File: src/rtl/mult_pkg.sv
// Shared definitions for the shift-add multiplier and its BCD back end.
// Holds the converter state encoding and the default product / digit sizes.
// Ports: none (package only).
package mult_pkg;

  localparam int PRODUCT_W  = 8;
  localparam int BCD_DIGITS = 3;

  typedef enum logic [1:0] {
    IDLE  = 2'd0,
    SHIFT = 2'd1,
    DONE  = 2'd2
  } state_t;

endpackage : mult_pkg

File: src/rtl/bcd_digit_adjust.sv
// Double-dabble digit correction: adds 3 to any BCD digit of 5 or more so that
// the following left shift carries correctly into the next decimal digit.
// Latency: combinational. Backpressure: none.
// Ports: digit_in (4-bit BCD digit before shift), digit_out (corrected digit).
module bcd_digit_adjust (
  input  logic [3:0] digit_in,
  output logic [3:0] digit_out
);

  // digit_in is at most 9, so digit_in + 3 fits in 4 bits with no carry out.
  assign digit_out = (digit_in >= 4'd5) ? (digit_in + 4'd3) : digit_in;

endmodule : bcd_digit_adjust

File: src/rtl/product_bcd_converter.sv
// Captures the multiplier product on a rising Trigger edge and converts it to
// packed BCD with a sequential double-dabble, one shift per clock.
// Latency: WIDTH clocks from the accepting edge to Bcd/Done; new requests are
// dropped while SHIFT or DONE is active (no queueing).
// Ports: Clock, Reset (async active-low), Trigger (level, rising edge starts),
// Product (binary in), Bcd (packed BCD out), Busy (in SHIFT), Done (1-cycle pulse).
module product_bcd_converter
  import mult_pkg::*;
#(
  parameter int WIDTH  = PRODUCT_W,
  parameter int DIGITS = BCD_DIGITS
) (
  input  logic                  Clock,
  input  logic                  Reset,
  input  logic                  Trigger,
  input  logic [WIDTH-1:0]      Product,
  output logic [4*DIGITS-1:0]   Bcd,
  output logic                  Busy,
  output logic                  Done
);

  localparam int BCD_W = 4 * DIGITS;
  localparam int SR_W  = BCD_W + WIDTH;
  localparam int CNT_W = (WIDTH > 1) ? $clog2(WIDTH) : 1;
  localparam logic [CNT_W-1:0] LAST_CNT = CNT_W'(WIDTH - 1);

  state_t             state_q, state_d;
  logic               trig_q;
  logic [SR_W-1:0]    sr_q, sr_d;
  logic [CNT_W-1:0]   cnt_q, cnt_d;
  logic [BCD_W-1:0]   bcd_q, bcd_d;
  logic               busy_q, busy_d;
  logic               done_q, done_d;

  logic               req;
  logic [BCD_W-1:0]   adj_digits;
  logic [SR_W-1:0]    sr_adj;
  logic [SR_W-1:0]    sr_shift;

  // Upper BCD_W bits of the shift register hold the decimal digits being built.
  for (genvar g = 0; g < DIGITS; g++) begin : g_adj
    bcd_digit_adjust u_adj (
      .digit_in  (sr_q[WIDTH + 4*g +: 4]),
      .digit_out (adj_digits[4*g +: 4])
    );
  end

  assign sr_adj   = {adj_digits, sr_q[WIDTH-1:0]};
  assign sr_shift = sr_adj << 1;

  // trig_q resets to 1 so a Trigger already high at reset release is not an edge.
  assign req = Trigger & ~trig_q;

  always_comb begin
    state_d = state_q;
    sr_d    = sr_q;
    cnt_d   = cnt_q;
    bcd_d   = bcd_q;
    case (state_q)
      IDLE: begin
        if (req) begin
          sr_d    = {{BCD_W{1'b0}}, Product};
          cnt_d   = '0;
          state_d = SHIFT;
        end
      end
      SHIFT: begin
        sr_d  = sr_shift;
        cnt_d = cnt_q + CNT_W'(1);
        if (cnt_q == LAST_CNT) begin
          bcd_d   = sr_shift[SR_W-1 -: BCD_W];
          state_d = DONE;
        end
      end
      DONE:    state_d = IDLE;
      default: state_d = IDLE;
    endcase
    // Outputs are registered from the next state so they align with state_q.
    busy_d = (state_d == SHIFT);
    done_d = (state_d == DONE);
  end

  always_ff @(posedge Clock or negedge Reset) begin
    if (!Reset) begin
      state_q <= IDLE;
      trig_q  <= 1'b1;
      sr_q    <= '0;
      cnt_q   <= '0;
      bcd_q   <= '0;
      busy_q  <= 1'b0;
      done_q  <= 1'b0;
    end else begin
      state_q <= state_d;
      trig_q  <= Trigger;
      sr_q    <= sr_d;
      cnt_q   <= cnt_d;
      bcd_q   <= bcd_d;
      busy_q  <= busy_d;
      done_q  <= done_d;
    end
  end

  assign Bcd  = bcd_q;
  assign Busy = busy_q;
  assign Done = done_q;

endmodule : product_bcd_converter

File: config.mk
export PLATFORM = sky130hd
export DESIGN_NAME = product_bcd_converter
export DESIGN_NICKNAME = d
export VERILOG_FILES = /design/src/rtl/mult_pkg.sv /design/src/rtl/bcd_digit_adjust.sv /design/src/rtl/product_bcd_converter.sv
export SDC_FILE = /design/constraint.sdc
export NUM_CORES = 1
export LEC_CHECK = 0
export CORE_ASPECT_RATIO = 1.75
export CORE_MARGIN = 2
export CORE_UTILIZATION = 35
export DETAILED_ROUTE_END_ITERATION = 7
export PLACE_DENSITY = 0.64
export SLEW_MARGIN = 20
export SYNTH_ARGS = -nofsm -noshare
export SYNTH_HDL_FRONTEND = slang
export SYNTH_SLANG_ARGS = --single-unit
File: constraint.sdc
create_clock -name Clock -period 3.7 [get_ports Clock]
set_input_delay 0.74 -clock Clock [delete_from_list [all_inputs] [get_ports Clock]]
set_output_delay 0.74 -clock Clock [all_outputs]
set_load 0.02 [all_outputs]
; Yosys cells after proc, flatten, opt, wreduce, memory -nomap -nowiden
; Cells that the tools add are included.
[totals]
register_bits = 40
in_bits = 11
output_inout_bits = 14
wordCells = 35
[op_classes]
addsub = 4
order_cmp = 3
eq_ne = 5
mux = 10
bitwise = 2
reduce_logical = 4
[op_table]
columns = cell, n
row1 = $pmux W20 S2, 1
row2 = $mux W20, 1
row3 = $ge A4 B3 Y1 const B, 3
row4 = $add A4 B2 Y4 const B, 2
row5 = $mux W4, 2
row6 = $mux W3, 2
row7 = $pmux W3 S2, 1
row8 = $eq A2 B1 Y1 const B, 2
row9 = $mux W2, 2
row10 = $pmux W2 S2, 1
row11 = $reduce_and A2 Y1, 2
row12 = $add A3 B1 Y3 const B, 1
row13 = $add A3 B2 Y3 const B, 1
row14 = $eq A3 B3 Y1 const B, 1
row15 = $eq A2 B2 Y1 const B, 1
row16 = $logic_not A2 Y1, 1
row17 = $ne A2 B2 Y1 const B, 1
row18 = $reduce_bool A2 Y1, 1
row19 = $and A1 B1 Y1, 1
row20 = $not A1 Y1, 1

; Longest topological paths before layout
[depth]
word_depth = 5
mapped_depth = 6
mapped_depth_nobuf = 6

; Modules after synthesis
; Synthesis repeated with hierarchy kept, for this count alone.
[unflattened]
hier_cells = 150
hier_area_um2 = 1928.1
[by_module_without_submodules]
columns = module, instances, cells_per_inst, area_per_inst_um2, seq_area_each_um2
row1 = product_bcd_converter, 1, 102, 1624.1, 1002.2
row2 = bcd_digit_adjust, 3, 16, 101.3, 0.0

; Worst setup path before layout
; No wires, ideal clock.
[synth_path]
kind = in2reg
startpoint = input port Trigger
endpoint = register sr_q[4]
setup_ns = 0.123
arrival_time_ns = 1.553
required_ns = 3.577
slack_ns = 2.024
cell_stages = 5
path_buffers = 1
cell_sequence = nor2b_4 > nor3b_4 > buf_6 > mux2i_1 > o21ai_1
[synth_via]
elab_chain_cells = 3
[synth_lines]
columns = element, line
row1 = start: declaration, product_bcd_converter.sv:15  ; input logic Trigger,
row2 = $and A1 B1 Y1, product_bcd_converter.sv:52  ; assign req = Trigger & ~trig_q;
row3 = $ne A2 B2 Y1 (no source line), --
row4 = $reduce_and A2 Y1 (no source line), --
row5 = end signal: assignment, product_bcd_converter.sv:95  ; sr_q <= sr_d;
row6 = end: declaration, product_bcd_converter.sv:29  ; logic [SR_W-1:0] sr_q, sr_d;
; No other way between the ends.
; A chain may end at the register's enable or synchronous reset.

; Final worst setup path
[layout_path]
startpoint = input port Trigger
endpoint = register sr_q[3]
; Same word-level chain as after synthesis.

==> impl_metrics.ini <==
[status]
status = complete, but fails checks
failed_checks = design-rule violations

[timing]
worst-slew-pin-transition_ns = 0.884
setup_repair_after_global_routing_missed_its_margin = no
setup-tns-final_ns = 0
fmaxAchievable_ghz = 0.472
timing.final.crit_share_pct = 57.3
final-setup-viol-count = 0
whs_ns = 0.487
clock_skew_ns = 0.00732
finalHoldViolCount = 0
maxSlewHeadroom_pct = 41.1
period_needed_ns = 2.12
number_of_max_slew_violations_in_the_final_report = 0

[worst_setup_path]
cp-start-kind = primary input
r2r_cells = 3
timing.setup.critical_path_class = in2reg
crit_path_end_kind = flop
worst_r2r_endpoint = Bcd[0]
worst_ep_required_time_ns = 3.86
maximum_fanout_along_the_worst_path = 13
rr_startpoint = state_q[1]
critPathArrivalTime_ns = 2.28
rrSetupSlack_ns = 1.91

[clock_tree]
worstSkewPairLatency_ns = 0.29
hold_buffers = 0
clock_tree.root_cell = clkbuf_8
number_of_h_tree_levels = 2
cts_post_setup_buffers_inserted = 0
post_cts_resized = 0
max-clock-path-buffers = 2
cts_tree = yes
cts.sink_count = 40
clk_pin_slew_worst_paths_ns = 0.07
tritoncts.num_buffers = 5

[synth]
yosys_warnings = 0
synth_sequential_area_ratio_pct = 54.3
asyncSetResetFlopFracSynth_pct = 100
yosysUniqueCellTypes = 26
synthesis.area_per_instance_um2 = 10.3
count_of_state_elements_after_synthesis = 40
synth_edf_count = 0
syn_area_mm2 = 0.00185
synth_cells = 179
postSynth.topFlopCell = dfrtp_1
syn-num-nets = 198

[global_route]
antenna_found_initial = 0
grt_pass1_wl_um = 5810
grt_use_total_pct = 13.0
grt_pass1_vias = 1306
grt_overflow = 0
maximum_number_of_pins_on_one_net_before_global_route_repair = 41

[hold_path]
hp-start = Bcd[6]
min_delay_worst_endpoint = Bcd[6]
min_delay_path_depth = 2
hold_path.class = reg2reg

[placement]
placed_cell_area_mm2 = 0.00210
placedCellCount = 251
placed_wire_length_estimate_um = 2460
place.gp.congestion = 0.758
place.port_buffers = 24

[route]
route.detailed.drc = 1
detail_route.wirelength_um = 3400
detail_route.wl_per_cell_um = 13.1
vias_per_cell = 5.03
final_antenna_net_count = 0
vias = 1302
drtIter0Drc = 18
drt_pre_antenna_iters = 6

[floorplanning]
placementRows = 35
area_of_the_die_mm2 = 0.00589
fp.dieH_um = 100
floorplan.initialDensity_pct = 35.7
floorplan.io_pins = 25
chipWidth_um = 58.9
core_area_mm2 = 0.00517

[cells_and_area]
antennaDiodeCount = 0
design.final.nets = 222
area_growth_pct = 18.8
fin_cells = 259
mostFrequentLayoutCells = 39 x dfrtp_1, 35 x nand2_1, 23 x clkdlybuf4s50_1, 21 x o21ai_0, 13 x o21ai_1
non_filler_cell_area_final_mm2 = 0.00219
proportion_of_layout_cells_with_a_drive_suffix_above_1_pct = 7.35
fillCellCount = 531
final_common_cell = dfrtp_1

[power]
combPwrFrac_pct = 42.8
power.density_cell_area_mw_per_mm2 = 817
power.internal_mw = 1.09
swShare_pct = 39.2
power.clock.fraction_pct = 16.7
total_power_mw = 1.79
total_leakage_power_nw = 0.957
power_switching_mw = 0.702
pwr-share-seq_pct = 40.5
max-vdd-ir-drop_mv = 0.411

[job]
max_cap_violations = 0
==> stage by stage <==
stage	utilization (%)	setup WS [ns]
CTS	42.4	1.55
detailed placement	40.7	1.24
floorplan	-	2.02
global route	42.4	1.46
global placement	40.7	1.27
finish	42.4	1.58
==> Yosys cell counts (all sizes together) (4+ instances only) <==
cell | number | share of area, %
nor3b | 6 | 3.1
mux2 | 4 | 2.4
ha | 8 | 5.4
inv | 8 | 1.6
dfrtp | 39 | 53
buf | 6 | 2.3
mux2i | 8 | 4.3
nand2b | 4 | 1.4
o21ai | 34 | 9.2
a21oi | 8 | 2.2
nand2 | 36 | 7.5
==> power groups by stage <==
stage	Clock, mW	Sequential [mW]	Combinational, mW
after floorplan	0	0.783	0.485
after global routing	0.324	0.751	0.869
after global placement	0	0.734	0.764
after detailed placement	0	0.735	0.791
final	0.299	0.726	0.767
after CTS	0.308	0.729	0.789
==> layout make-up <==
| class | instances | area [um2] | share of cell area (%) |
|---|---|---|---|
| clock buffer | 8 | 90.1 | 4.11 |
| inverter | 8 | 30.0 | 1.37 |
| multi-input combinational | 124 | 767 | 35.0 |
| sequential | 40 | 1000 | 45.7 |
| tap | 55 | 68.8 | 3.14 |
| timing repair buffer | 24 | 235 | 10.7 |
==> critical path, stage by stage <==
cell             delay [ns]
clkdlybuf4s50_1        0.49
nor2b_4                0.15
nor3b_4                0.56
mux2i_1                0.27
o21ai_1                0.07
==> state kept, by name, summed over array words and instances, names as in the netlist <==
register / cells
Bcd: 12
cnt_q: 3
state_q: 2
sr_q: 20
Done: 1
Busy: 1
trig_q: 1
==> how the worst max path moves through the flow <==
stage | startpoint | to | slack, ns
floorplan | Trigger | sr_q[4] | 2.02
global placement | Trigger | sr_q[7] | 1.27
detailed placement | Trigger | sr_q[3] | 1.24
CTS | Trigger | sr_q[3] | 1.55
global route | Trigger | sr_q[3] | 1.46
finish | Trigger | sr_q[3] | 1.58
==> cell families after synthesis <==
group	count (synthesis)	share of synthesized area, %
compound gates	46	13.0
xor+xnor	3	1.42
fa+ha+maj	8	5.42
buf+inv	15	4.14
flops	40	54.3
mux	12	6.78
simple gates	55	14.9
==> routing by layer <==
layer	part of all wire (%)	wire, um	GRT usage (%)	up-vias
li1	-	-	-	647
met1	39	1340	13.8	627
met5	0	0	0	-
met2	55	1880	23.7	23
met4	2.3	79	6.82	0
met3	3.0	102	2.06	5
Note: power is estimated with default switching activity, not from simulation.
==> variant 1: new RTL, same flow settings <==
The 3 states of `state_t` get a one-hot encoding in 3 bits.
--- a/src/rtl/mult_pkg.sv
+++ b/src/rtl/mult_pkg.sv
@@ -8,6 +8,6 @@
 
-  typedef enum logic [1:0] {
-    IDLE  = 2'd0,
-    SHIFT = 2'd1,
-    DONE  = 2'd2
+  typedef enum logic [2:0] {
+    IDLE  = 3'b001,
+    SHIFT = 3'b010,
+    DONE  = 3'b100
   } state_t;
Function: no difference found for any inputs over 10 cycles, from zero or initial values and one cycle with Reset low; not proved beyond that.
==> variant 1 against the unedited design <==
Cell area is 1.5% higher. Via count is 2.4% lower. Synthesized area is 1.2% higher. Sequential cell count is 1 higher. Cell count is 2.7% lower. Worst setup slack better by 45 ps. Wire length is 0.74% lower. Critical path type unchanged. Critical endpoint is now sr_q[2]. Largest cell class unchanged. Highest routed layer unchanged.
Power is not compared: it rests on default switching activity, and its combinational part moved more than twofold at a synthesized area within 25%.
==> variant 1: results (changes against the unedited design) <==
- CP max FO: 9 (-4)
- Layout cells sized above 1: 9.137% (+1.8 points)
- DRT Pass-1 Iters: 4 (-2)
- Seq/Total Area, Yosys: 55.09% (+0.79 points)
- Synth area leaders: dfrtp_1 52%, o21ai_0 5.9%, nand2_1 5.6%
- Hold Slack: 484.0 ps (-2.726 ps)
- Synth Area in Adders: 5.362% (-0.062 points)
- Critical path arrival: 2240 ps (-40 ps)
- Worst-Margin Slew: 898.9 ps (+14.74 ps)
- Post-DP HPWL: 2.361 mm (-4.0%)
- Final WL: 3.373 mm (-0.74%)
- Fraction of standard cell area in multi-input logic: 34.27% (-0.70 points)
- Non-clock inverters: 9 (+1)
- Outcome: finished, final reports clean
- GR Util met3: 2.054% (-0.0079 points)
- Min-delay src: Bcd[9]
- Placed insts: 244 (-2.8%)
- Hold-critical path endpoint: Bcd[9]
- Post-synthesis cell type count: 27 (+3.8%)
- First-pass GRT wire length: 6.078 mm (+4.6%)
- Vias per cell: 5.044 (+0.33%)
- Non-clock buffers: 25 (+4.2%)
- Filler Cell Count: 505 (-4.9%)
- DR iter-0 viols: 17 (-1)
- Critical Path Slowest Stage Cell: clkdlybuf4s50_1
- Signal buf overhead: 10.90% (+0.17 points)
- Global Route Usage Sum: 13.12% (+0.10 points)
## variant 1: per-stage QoR
| stage | setup WS [ps] | util (%) |
|---|---|---|
| after floorplan | 2082 | - |
| after global placement | 1343 | 41.01 |
| after detailed placement | 1306 | 41.01 |
| after CTS | 1602 | 42.74 |
| after global routing | 1494 | 42.74 |
| final | 1625 | 42.74 |
## variant 1: where the power goes
part / total [µW] / switching [µW] / internal, µW / leakage (µW)
combinational: 110 / 57.3 / 52.4 / 0.000374
sequential: 521 / 28.1 / 493 / 0.000546
clock: 298 / 146 / 152 / 0.0000455
total: 928 / 231 / 697 / 0.000966
## variant 1: routing by layer
| layer | vias up | wire, µm | share of wire, % |
|---|---|---|---|
| met1 | 615 | 1425 | 42 |
| met5 | - | 0 | 0 |
| li1 | 632 | - | - |
| met3 | 4 | 79 | 2.3 |
| met4 | 0 | 48 | 1.4 |
| met2 | 20 | 1818 | 54 |
==> variant 2: new RTL, config.mk and constraints unchanged <==
Without the edit above. Change the package constant `BCD_DIGITS` from 3 to 6.
--- a/src/rtl/mult_pkg.sv
+++ b/src/rtl/mult_pkg.sv
@@ -6,3 +6,3 @@
   localparam int PRODUCT_W  = 8;
-  localparam int BCD_DIGITS = 3;
+  localparam int BCD_DIGITS = 6;
 
Ports: changed (resized Bcd); port bits go from 25 to 37. The function was not compared with the original's and may differ.
==> variant 2 against the unedited design <==
Worst setup slack worse by 190 ps. Count of clock-buffer cells in the layout grew 1. Wire length increased by 68%. Power rose by 100%. Sequential cell count grew 24. Combinational power is 79% higher. Synthesized area increased by 61%. Cell area increased by 72%. Critical path type is now reg -> reg. Largest power group unchanged. Highest routed layer unchanged.
==> variant 2: results (changes against the unedited design) <==
- Outcome: finished, final reports clean
- Final GP Congestion: 0.7482 (-1.3%)
- Post-synthesis cell type count: 28 (+7.7%)
- Reg2reg path depth: 5 (+2)
- Layout cells sized above 1: 12.13% (+4.8 points)
- P_int: 2324 µW (+110%)
- Vias in the first global route: 2140 (+64%)
- Input/output buffers: 36 (+50%)
- Max-cap violations: 0 (unchanged)
- Clk buf depth: 2 (unchanged)
- Ant diodes: 0 (unchanged)
- Final hold violation count: 0 (unchanged)
- Root buf cell: clkbuf_16
- GR Util met3: 4.080% (+2.0 points)
- Syn_nets: 320 (+62%)
- Largest net degree at the start of global routing: 38 (-7.3%)
- TritonCTS Buffers: 9 (+4)
- WL per Instance: 13.30 µm (+1.4%)
- Post-DP HPWL: 3.914 mm (+59%)
- HP Class: in -> async
- Leakage power: 0.001617 µW (+69%)
- Vias per cell: 5.014 (-0.26%)
- Async SR Flop Fraction: 100.0% (unchanged)
- Synth area leaders: dfrtp_1 53%, o21ai_0 9.6%, nand2_1 6.7%
- CP max FO: 37 (+24)
- Reg clk slew, reported paths: roughly 60 ps
- Crit path to: Bcd[19]
- Worst Skew: 5.987 ps (-1.332 ps)
- First-pass GRT wire length: 9.653 mm (+66%)
- FF-to-FF Start: state_q[1]
- Synth cell count leaders: 63 x dfrtp_1, 57 x o21ai_0, 53 x nand2_1
- Reg-to-reg slack, setup: 1390 ps (-520 ps)
- Worst-Margin Slew: 730.5 ps (-153.7 ps)
- Yosys warning count: 0 (unchanged)
- Top FF cell, synth: dfrtp_1
- GR met1 Demand/Resource: 15.75% (+1.9 points)
- Max FFs per register: 32 (+60%)
- Critical path arrival: 2560 ps (+280 ps)
- Global Route Usage Sum: 13.78% (+0.76 points)
- H-tree Lvls: 3 (+1)
- Met2 Resource Use GR: 22.53% (-1.1 points)
- Initial antenna violation count: 0 (unchanged)
- Critical path startpoint category: flop
- Post-CTS resize count: 0 (unchanged)
- Post-CTS setup repair buffer count: 0 (unchanged)
- Fin nets: 358 (+61%)
- Seq/Total Area, Yosys: 53.82% (-0.48 points)
- Worst skew pair latency: 340 ps (+50 ps)
- DRT Pass-1 Iters: 4 (-2)
- Worst vdd ir: 394.9 µV (-3.9%)
- DR iter-0 viols: 99 (+81)
[variant 2: cell types whose count changed in the layout (fill, tap and decap cells not counted), moves of 9 or more]
cell and change:
clkdlybuf4s50_1 +12, o21ai_0 +36, clkbuf_16 +9, dfrtp_1 +24, o21ai_1 -10, nand2_1 +18
[variant 2: area by class of cell]
type / instances / area [µm²]
fill: 777 / 4486
timing repair buffer: 39 / 377.9
sequential: 64 / 1603
multi-input combinational: 205 / 1255
tap: 92 / 115.1
clock inverter: 7 / 143.9
clock buffer: 9 / 225.2
inverter: 14 / 52.55
[variant 2: how the worst min path moves through the flow]
stage / from / end / slack [ps] / cells after the start
finish: Reset / Bcd[17] / 390 / 1
floorplan: Reset / Bcd[0] / 440 / 0
global route: Reset / Bcd[14] / 430 / 1
CTS: Reset / sr_q[30] / 410 / 1
detailed placement: Bcd[10] / Bcd[10] / 470 / 2
global placement: sr_q[29] / sr_q[29] / 470 / 2
[variant 2: critical path, cell delays in order (launching register included)]
cell	delay [ps]
dfrtp_1	450
nor2b_2	620
nand2_2	560
inv_2	380
nor2_1	70
a31oi_1	140
[variant 2: kinds of logic after synthesis]
group,share of synthesized area [%]
AOI/OAI and AO/OA,14.50
buffers and inverters,4.033
and+or+nand+nor,14.66
adders and majority gates,5.882
xor gates and xnor gates,1.765
muxes,5.336
DFF,53.82
[variant 2: power groups by stage]
stage | clock [µW] | combinational (µW) | sequential [µW]
2_1_floorplan | 0 | 801 | 1310
3_3_place_gp | 0 | 1360 | 1200
3_5_place_dp | 0 | 1400 | 1210
4_1_cts | 1060 | 1400 | 1200
5_1_grt | 1090 | 1540 | 1240
6_report | 1040 | 1370 | 1190
[variant 2: per-layer routing]
layer	vias up	routed length (µm)
met3	13	180
met1	1025	2361
li1	1085	-
met2	33	3042
met5	-	0
met4	0	134
[variant 2: through the flow]
stage / cell area (µm²) / power, µW / setup WS, ps / cells
after floorplan: 2978 / 2116 / 1987 / 295
after global placement: 3403 / 2558 / 1265 / 414
after detailed placement: 3403 / 2604 / 1180 / 414
after CTS: 3772 / 3664 / 1326 / 430
after global routing: 3772 / 3870 / 1023 / 430
final: 3772 / 3606 / 1391 / 430
